<file path="src/rtl/life_support_unit.sv">
// Life-support controller: saturating power/shield/temp/O2 registers driven by a
// mode FSM, with sticky fatal and registered alarm flags for the bridge console.
module life_support_unit #(
  parameter int W          = 8,
  parameter int DMG        = 5,
  parameter int SHIELD_RST = 100,
  parameter int TEMP_FATAL = 100,
  parameter int O2_GRACE   = 4,
  parameter int O2_LOW     = 4,
  parameter int CHG_RATE   = 2,
  parameter int O2_RATE    = 1
) (
  input  logic         clk,
  input  logic         rst,
  input  logic         load,
  input  logic [W-1:0] pwr_in,
  input  logic [W-1:0] shield_in,
  input  logic [W-1:0] temp_in,
  input  logic [W-1:0] o2_in,
  input  logic [W-1:0] amb_temp,
  input  logic         chrg,
  input  logic         o2sup,
  input  logic         atk,
  input  logic [1:0]   mode_req,
  output logic [W-1:0] power,
  output logic [W-1:0] shield,
  output logic [W-1:0] temp,
  output logic [W-1:0] o2,
  output logic [2:0]   state,
  output logic         fatal,
  output logic         alarm
);

  localparam int GW = $clog2(O2_GRACE + 1);

  localparam logic [W-1:0]  DMG_W    = W'(DMG);
  localparam logic [W-1:0]  SRST_W   = W'(SHIELD_RST);
  localparam logic [W-1:0]  TFATAL_W = W'(TEMP_FATAL);
  localparam logic [W-1:0]  O2LOW_W  = W'(O2_LOW);
  localparam logic [W-1:0]  CHG_W    = W'(CHG_RATE);
  localparam logic [W-1:0]  O2R_W    = W'(O2_RATE);
  localparam logic [W-1:0]  ONE_W    = W'(1);
  localparam logic [W-1:0]  TWO_W    = W'(2);
  localparam logic [GW-1:0] GRACE_G  = GW'(O2_GRACE);

  typedef enum logic [2:0] {
    S_IDLE    = 3'd0,
    S_CRUISE  = 3'd1,
    S_DEFENSE = 3'd2,
    S_STEALTH = 3'd3,
    S_LOWPWR  = 3'd4,
    S_DEAD    = 3'd5
  } state_t;

  state_t        cur, n_state;
  logic [GW-1:0] grace, n_grace;
  logic [W-1:0]  n_power, n_shield, n_temp, n_o2;
  logic          n_fatal, n_alarm;

  function automatic logic [W-1:0] sat_add(input logic [W-1:0] a, input logic [W-1:0] b);
    logic [W:0] sum;
    sum = {1'b0, a} + {1'b0, b};
    return sum[W] ? {W{1'b1}} : sum[W-1:0];
  endfunction

  function automatic logic [W-1:0] sat_sub(input logic [W-1:0] a, input logic [W-1:0] b);
    return (a < b) ? '0 : a - b;
  endfunction

  function automatic logic [W-1:0] step_to(input logic [W-1:0] a, input logic [W-1:0] t);
    if (a < t) return a + ONE_W;
    if (a > t) return a - ONE_W;
    return a;
  endfunction

  assign state = cur;

  // Entering DEAD freezes resources at the values that caused death.
  always_comb begin
    n_state  = cur;
    n_power  = power;
    n_shield = shield;
    n_temp   = temp;
    n_o2     = o2;
    n_grace  = grace;
    n_fatal  = fatal;
    if (cur == S_DEAD) begin
      n_state = S_DEAD;
    end else if (load) begin
      n_power  = pwr_in;
      n_shield = shield_in;
      n_temp   = temp_in;
      n_o2     = o2_in;
      n_grace  = '0;
      n_state  = S_CRUISE;
    end else if (cur != S_IDLE) begin
      if (temp >= TFATAL_W || grace == GRACE_G) begin
        n_state = S_DEAD;
        n_fatal = 1'b1;
      end else begin
        if (chrg)
          n_power = sat_add(power, CHG_W);
        else if (cur == S_CRUISE)
          n_power = sat_sub(power, ONE_W);
        else if (cur == S_DEFENSE || cur == S_STEALTH)
          n_power = sat_sub(power, TWO_W);

        if (atk)
          n_shield = sat_sub(shield, DMG_W);
        else if (cur == S_DEFENSE)
          n_shield = sat_add(shield, ONE_W);
        else
          n_shield = step_to(shield, SRST_W);

        n_temp = (cur == S_STEALTH) ? sat_add(temp, ONE_W) : step_to(temp, amb_temp);
        n_o2   = o2sup ? sat_add(o2, O2R_W) : sat_sub(o2, ONE_W);

        if (o2 == '0 && !o2sup)
          n_grace = (grace == GRACE_G) ? grace : grace + GW'(1);
        else
          n_grace = '0;

        if (power == '0 && !chrg)
          n_state = S_LOWPWR;
        else if (cur == S_LOWPWR)
          n_state = (power != '0) ? S_CRUISE : S_LOWPWR;
        else begin
          case (mode_req)
            2'b01:   n_state = S_DEFENSE;
            2'b10:   n_state = S_STEALTH;
            default: n_state = S_CRUISE;
          endcase
        end
      end
    end
  end

  always_comb begin
    n_alarm = alarm;
    if (n_state != S_DEAD)
      n_alarm = (n_shield == '0) || (n_o2 < O2LOW_W) || (n_power == '0);
  end

  always_ff @(posedge clk) begin
    if (rst) begin
      cur    <= S_IDLE;
      power  <= '0;
      shield <= '0;
      temp   <= '0;
      o2     <= '0;
      grace  <= '0;
      fatal  <= 1'b0;
      alarm  <= 1'b0;
    end else begin
      cur    <= n_state;
      power  <= n_power;
      shield <= n_shield;
      temp   <= n_temp;
      o2     <= n_o2;
      grace  <= n_grace;
      fatal  <= n_fatal;
      alarm  <= n_alarm;
    end
  end

endmodule
</file>
<file path="config.mk">
export PLATFORM = sky130hd
export DESIGN_NAME = life_support_unit
export DESIGN_NICKNAME = d
export VERILOG_FILES = /design/src/rtl/life_support_unit.sv
export SDC_FILE = /design/constraint.sdc
export NUM_CORES = 1
export LEC_CHECK = 0
export CORE_AREA = 2 2 102 84
export DETAILED_ROUTE_END_ITERATION = 7
export DIE_AREA = 0 0 104 86
export PLACE_DENSITY = 0.79
export SYNTH_ARGS = -nofsm -noshare
export SYNTH_HDL_FRONTEND = slang
export SYNTH_SLANG_ARGS = --single-unit
</file>
<file path="constraint.sdc">
create_clock -name clk -period 4 [get_ports clk]
set_input_delay 0.6 -clock clk [delete_from_list [all_inputs] [get_ports clk]]
set_output_delay 0.6 -clock clk [all_outputs]
set_load 0.02 [all_outputs]
</file>
Word-level counts from Yosys, hierarchy flattened:

Cells that the tools add are included.

* output and inout port bits: 37
* flip-flop bits (word level): 40
* word-level logic and storage cells: 140

* magnitude comparators: 10
* mux-type cells: 77
* bitwise logic cells: 2
* reductions and logical operators: 19
* add/subtract/negate cells: 13
* eq/ne operators: 11

Operator list (count)
* $mux 8: 38
* $mux 3: 12
* $logic_not 8->1: 4
* $sub 8x1->8 const B: 4
* $add 8x1->9 const B: 3
* $mux 1: 26
* $add 8x1->8 const B: 2
* $lt 8x1->1 const B: 2
* $lt 8x3->1 const B: 2
* $reduce_and 4->1: 3
* $add 8x2->9 const B: 1
* $eq 3x3->1 const B: 3
* $ge 8x7->1 const B: 1
* $gt 8x7->1 const B: 1
* $gt 8x8->1: 1
* $lt 8x2->1 const B: 1
* $lt 8x7->1 const B: 1
* $lt 8x8->1: 1
* $reduce_bool 8->1: 1
* $sub 8x2->8 const B: 1
* $sub 8x3->8 const B: 1
* $eq 3x2->1 const B: 2
* $ne 3x3->1 const B: 2
* $logic_or 1x1->1: 4
* 12 further kinds: 15

Logic depth before layout (Yosys ltp):

* word-level depth: 26
* mapped depth: 11
* gate-level depth less buffers: 10

Worst setup path after synthesis:

Ideal clock, no wire load.

* path kind: reg2reg
* start: register power[1]
* end: register alarm
* arrival time: 2.822 ns
* data required time: 3.926 ns
* clock period less this slack: 2.896 ns
* setup time: 0.074 ns
* path slack: 1.104 ns
* stages on the path, launching flop included: 12
* cell sequence: dfxtp_1 -> clkbuf_1 -> inv_1 -> ha_1 -> nand3b_1 -> a2111oi_1 -> mux2_2 -> o211a_1 -> a221oi_1 -> and4_1 -> nand4_1 -> a31oi_1

* longest elaborated chain between the ends: 11
* elaborated cells on any way between the ends: 28
* those cells by class: 3 x add/sub; 2 x order compare; 1 x eq/ne; 17 x mux; 5 x reduce/logical

Ends and longest elaborated chain
* from (decl): line 25 `output logic [W-1:0] power,`
* from (signal assigned): line 156 `power <= n_power;`
* $sub 8x2->8 / $lt 8x2->1 (equally long branches): line 67 `return (a < b) ? '0 : a - b;`
* $mux 8: line 67
* $mux 8: line 105 `else if (cur == S_DEFENSE || cur == S_STEALTH)`
* $mux 8: line 103 `else if (cur == S_CRUISE)`
* $mux 8: line 101 `if (chrg)`
* $mux 8: line 97 `if (temp >= TFATAL_W || grace == GRACE_G) begin`
* $mux 8: line 96 `end else if (cur != S_IDLE) begin`
* $mux 8: line 89 `end else if (load) begin`
* $mux 8: line 87 `if (cur == S_DEAD) begin`
* $logic_not 8->1: line 141 `n_alarm = (n_shield == '0) || (n_o2 < O2LOW_W) || (n_power == '0);`
* $logic_or 1x1->1: line 141
* to (signal assigned): line 162 `alarm <= n_alarm;`
* to (decl): line 31 `output logic alarm`

Parallel ways exist; a longest one is shown, timed or not.
A chain may end at the register's enable or synchronous reset.

Worst setup path in the final report:

Same ends and word-level chain as after synthesis.

==> metrics.md <==
| Metric | Value |
|---|---|
| Status | complete, no violations |
| Synth cell types | between 60 and 70 |
| Global-route wire length before repair | 21600 um |
| CTS root buf | clkbuf_8 |
| Worst slack at placement | slightly above 0.6 ns |
| P per Cell Area | 287 nW/um^2 |
| Worst Path Max Fanout | 11 |
| Final setup margin | approximately 0.8 ns |
| Post-synthesis net count | approximately 650 |
| WP data arrival | 3.45 ns |
| Clk slew on worst S/H paths | 0.09 ns |
| Worst Skew | 0.00783 ns |
| Longest Clk Path Bufs | 2 |
| Hold Fails Final Rpt | 0 |
| Final HPWL DP | between 9000 and 10000 um |
| Post-Route WL | 13100 um |
| Gate Count Post-Synth | between 500 and 600 |
| Max-cap violations | 0 |
| CORE AREA | slightly below 8000 um^2 |
| CTS tree | done |
| Crit path capture type | flop |
| Chip height | 86 um |
| Pin count of the biggest net entering global routing | 21 |
| Placed insts | ~740 |
| Clk_lat worst skew | 0.30 ns |
| Htree depth | 2 |
| Setup violations, final | 0 |
| Ant diodes | 0 |
| Mean number of vias per cell | ~6.5 |
| Non-Filler Instances | ~740 |
| Worst Tran Pin Value | 0.742 ns |
| GRT Resource Usage Total | between 20% and 30% |
| IO buf count | between 80 and 90 |
| Number of synthesized flops with an enable pin | 0 |
| Ys Warns | 0 |
| Post-synthesis sequential area ratio | approximately 20% |
| Vias in the first global route | approximately 4300 |
| CTS sink cnt | 40 |
| Final hold slack | around 0.50 ns |
| IR drop worst, VDD | ~0.18 mV |
| Initial core utilization | between 50% and 60% |
| Count of cells resized by post-cts repair | 0 |
| Post-synth top area share | between 10% and 20% |
| Setup Crit Path Kind | flop to flop |
| CTS buffer count | 5 |
| Die Area | 8940 um^2 |
| WL per Instance | around 18 um |
| RSZ-0062 raised after global routing | false |
| Final Critical Period | around 3.2 ns |
| Fmax | around 310 MHz |
| Setup repair bufs after CTS | 0 |
| Ys async rst share | 0% |
| Slew HR | between 50% and 60% |
| Fin Setup TNS | 0 ns |
| DRC Markers | 0 |
| Worst Hold Class | flop to flop |
| Most common cell after layout, fill and taps aside | clkdlybuf4s50_1 |
| Post-synth top area cell | dfxtp_1 |
| Fin. max-slew vios | 0 |
| Share of cells above drive strength 1 | between 4 and 5% |
| Row cnt | 29 |
| Pre-antenna DRT Iters | 5 |
| Final RePlAce weighted congestion | 0.966 |
| GRT overflow | 0 |
| I/O pin count | 85 |
| CP startpoint kind | flop |
| Nets | 707 |
| Initial antenna violation count | 0 |
| Mapped cell area | 4100 um^2 |
| Final Total Pwr | roughly 1.4 mW |
| Die X-Extent | 104 um |
| CTS Hold Bufs | 0 |
| Synth area leaders | dfxtp_1, ha_1, nor2_1 |
| Main flop type after synthesis | dfxtp_1 |
| Final period util | approximately four fifths |
| DRT antenna net count | 0 |
| Final-layout fill cell count | between 700 and 800 |
| Avg Cell Area, Syn | around 7.1 um^2 |
| Highest-count cells in the layout ignoring fill and taps | clkdlybuf4s50_1, nor2_1, a21oi_1, dfxtp_1, nand2_1 |
| Lkg Pwr | between 1.5 and 2 nW |
| Synthesis-to-layout area growth | 22.3% |
| Via count | between 4000 and 5000 |
| Worst path required time | ~4.2 ns |
| Detailed Route Iter0 Violations | 368 |
| Synthesized flop and latch total | 40 |
==> report_power, final <==
group | switching, mW | internal (mW) | leakage, nW
Sequential | 0.0968 | 0.434 | 0.330
Clock | 0.156 | 0.119 | 0.0410
Combinational | 0.346 | 0.289 | 1.46
Total | 0.599 | 0.843 | 1.83
==> critical path, stage by stage, from the launching register on <==
cell       delay [ns]
dfxtp_1          0.44
inv_1            0.23
ha_1             0.30
nand3b_1         0.10
a2111oi_1        0.67
mux2_2           0.40
o211a_1          0.21
a221oi_1         0.26
and4_1           0.25
nand4_1          0.09
a31oi_1          0.19
==> cells by family after synthesis <==
kind of cell / count (synthesis) / synth area share [%]
adders and majority gates: 23 / 7.02
buffers and inverters: 74 / 7.30
DFF: 40 / 19.5
xor gates and xnor gates: 5 / 1.07
muxes: 10 / 2.50
and+or+nand+nor: 239 / 30.5
AOI/OAI and AO/OA: 190 / 32.1
==> path summary, 6_finish.rpt <==
kind                            startpoint     to  slack [ns]  cells past startpoint
worst max-delay path              power[1]  alarm        0.78                     10
worst min-delay path                 fatal  fatal        0.50                      2
worst max register to register    power[1]  alarm        0.78                     10
worst min register to register       fatal  fatal        0.50                      2
==> state kept, by name, summed over array words and instances, names as in the netlist <==
name / cells
fatal: 1
alarm: 1
grace: 3
state: 3
o2: 8
power: 8
temp: 8
shield: 8
==> routing by layer <==
layer / GRT usage [%] / vias up / wire [um]
met3: 4.94 / 24 / 1180
met2: 45.7 / 246 / 5760
met1: 40.3 / 2232 / 5920
met4: 8.72 / 0 / 249
met5: 0 / - / 0
li1: - / 2305 / -
==> area by class of cell <==
class / count / area [um^2] / area share, %
multi-input combinational: 467 / 3000 / 59.8
timing repair buffer: 89 / 878 / 17.5
sequential: 40 / 801 / 16.0
tap: 108 / 135 / 2.69
inverter: 33 / 124 / 2.47
clock buffer: 6 / 72.6 / 1.45
clock inverter: 1 / 5.00 / 0.0998
==> stage by stage <==
step / instance area, um^2 / utilization (%)
after global placement: 4940 / 63.0
after floorplan: 4100 / -
final: 5010 / 64.0
after global routing: 5010 / 64.0
after CTS: 5010 / 64.0
after detailed placement: 4940 / 63.0
==> synth_stat cells (4+ instances only) <==
library cell  count
a222oi_1          4
o211ai_1          6
inv_1            33
a22oi_1           5
ha_1             23
a211oi_1          5
o311ai_0          5
nor3_1           34
xnor2_1           4
a311oi_1          6
nor4_1           11
buf_2             5
a221oi_1          9
clkbuf_1         32
nand3_1          13
nand2_1          39
nor2b_1           8
nand4_1          18
and2_1           12
dfxtp_1          40
and3_1            5
mux2i_1           8
or2_2             4
nor2_1           60
a211o_1           4
nand2b_1          6
o22ai_1          12
a31oi_1          10
o21ai_0          35
nand3b_1          5
a21oi_1          42
or3_1             9
o21a_1            9
a21o_1            6
(Power assumes the default switching activity.)
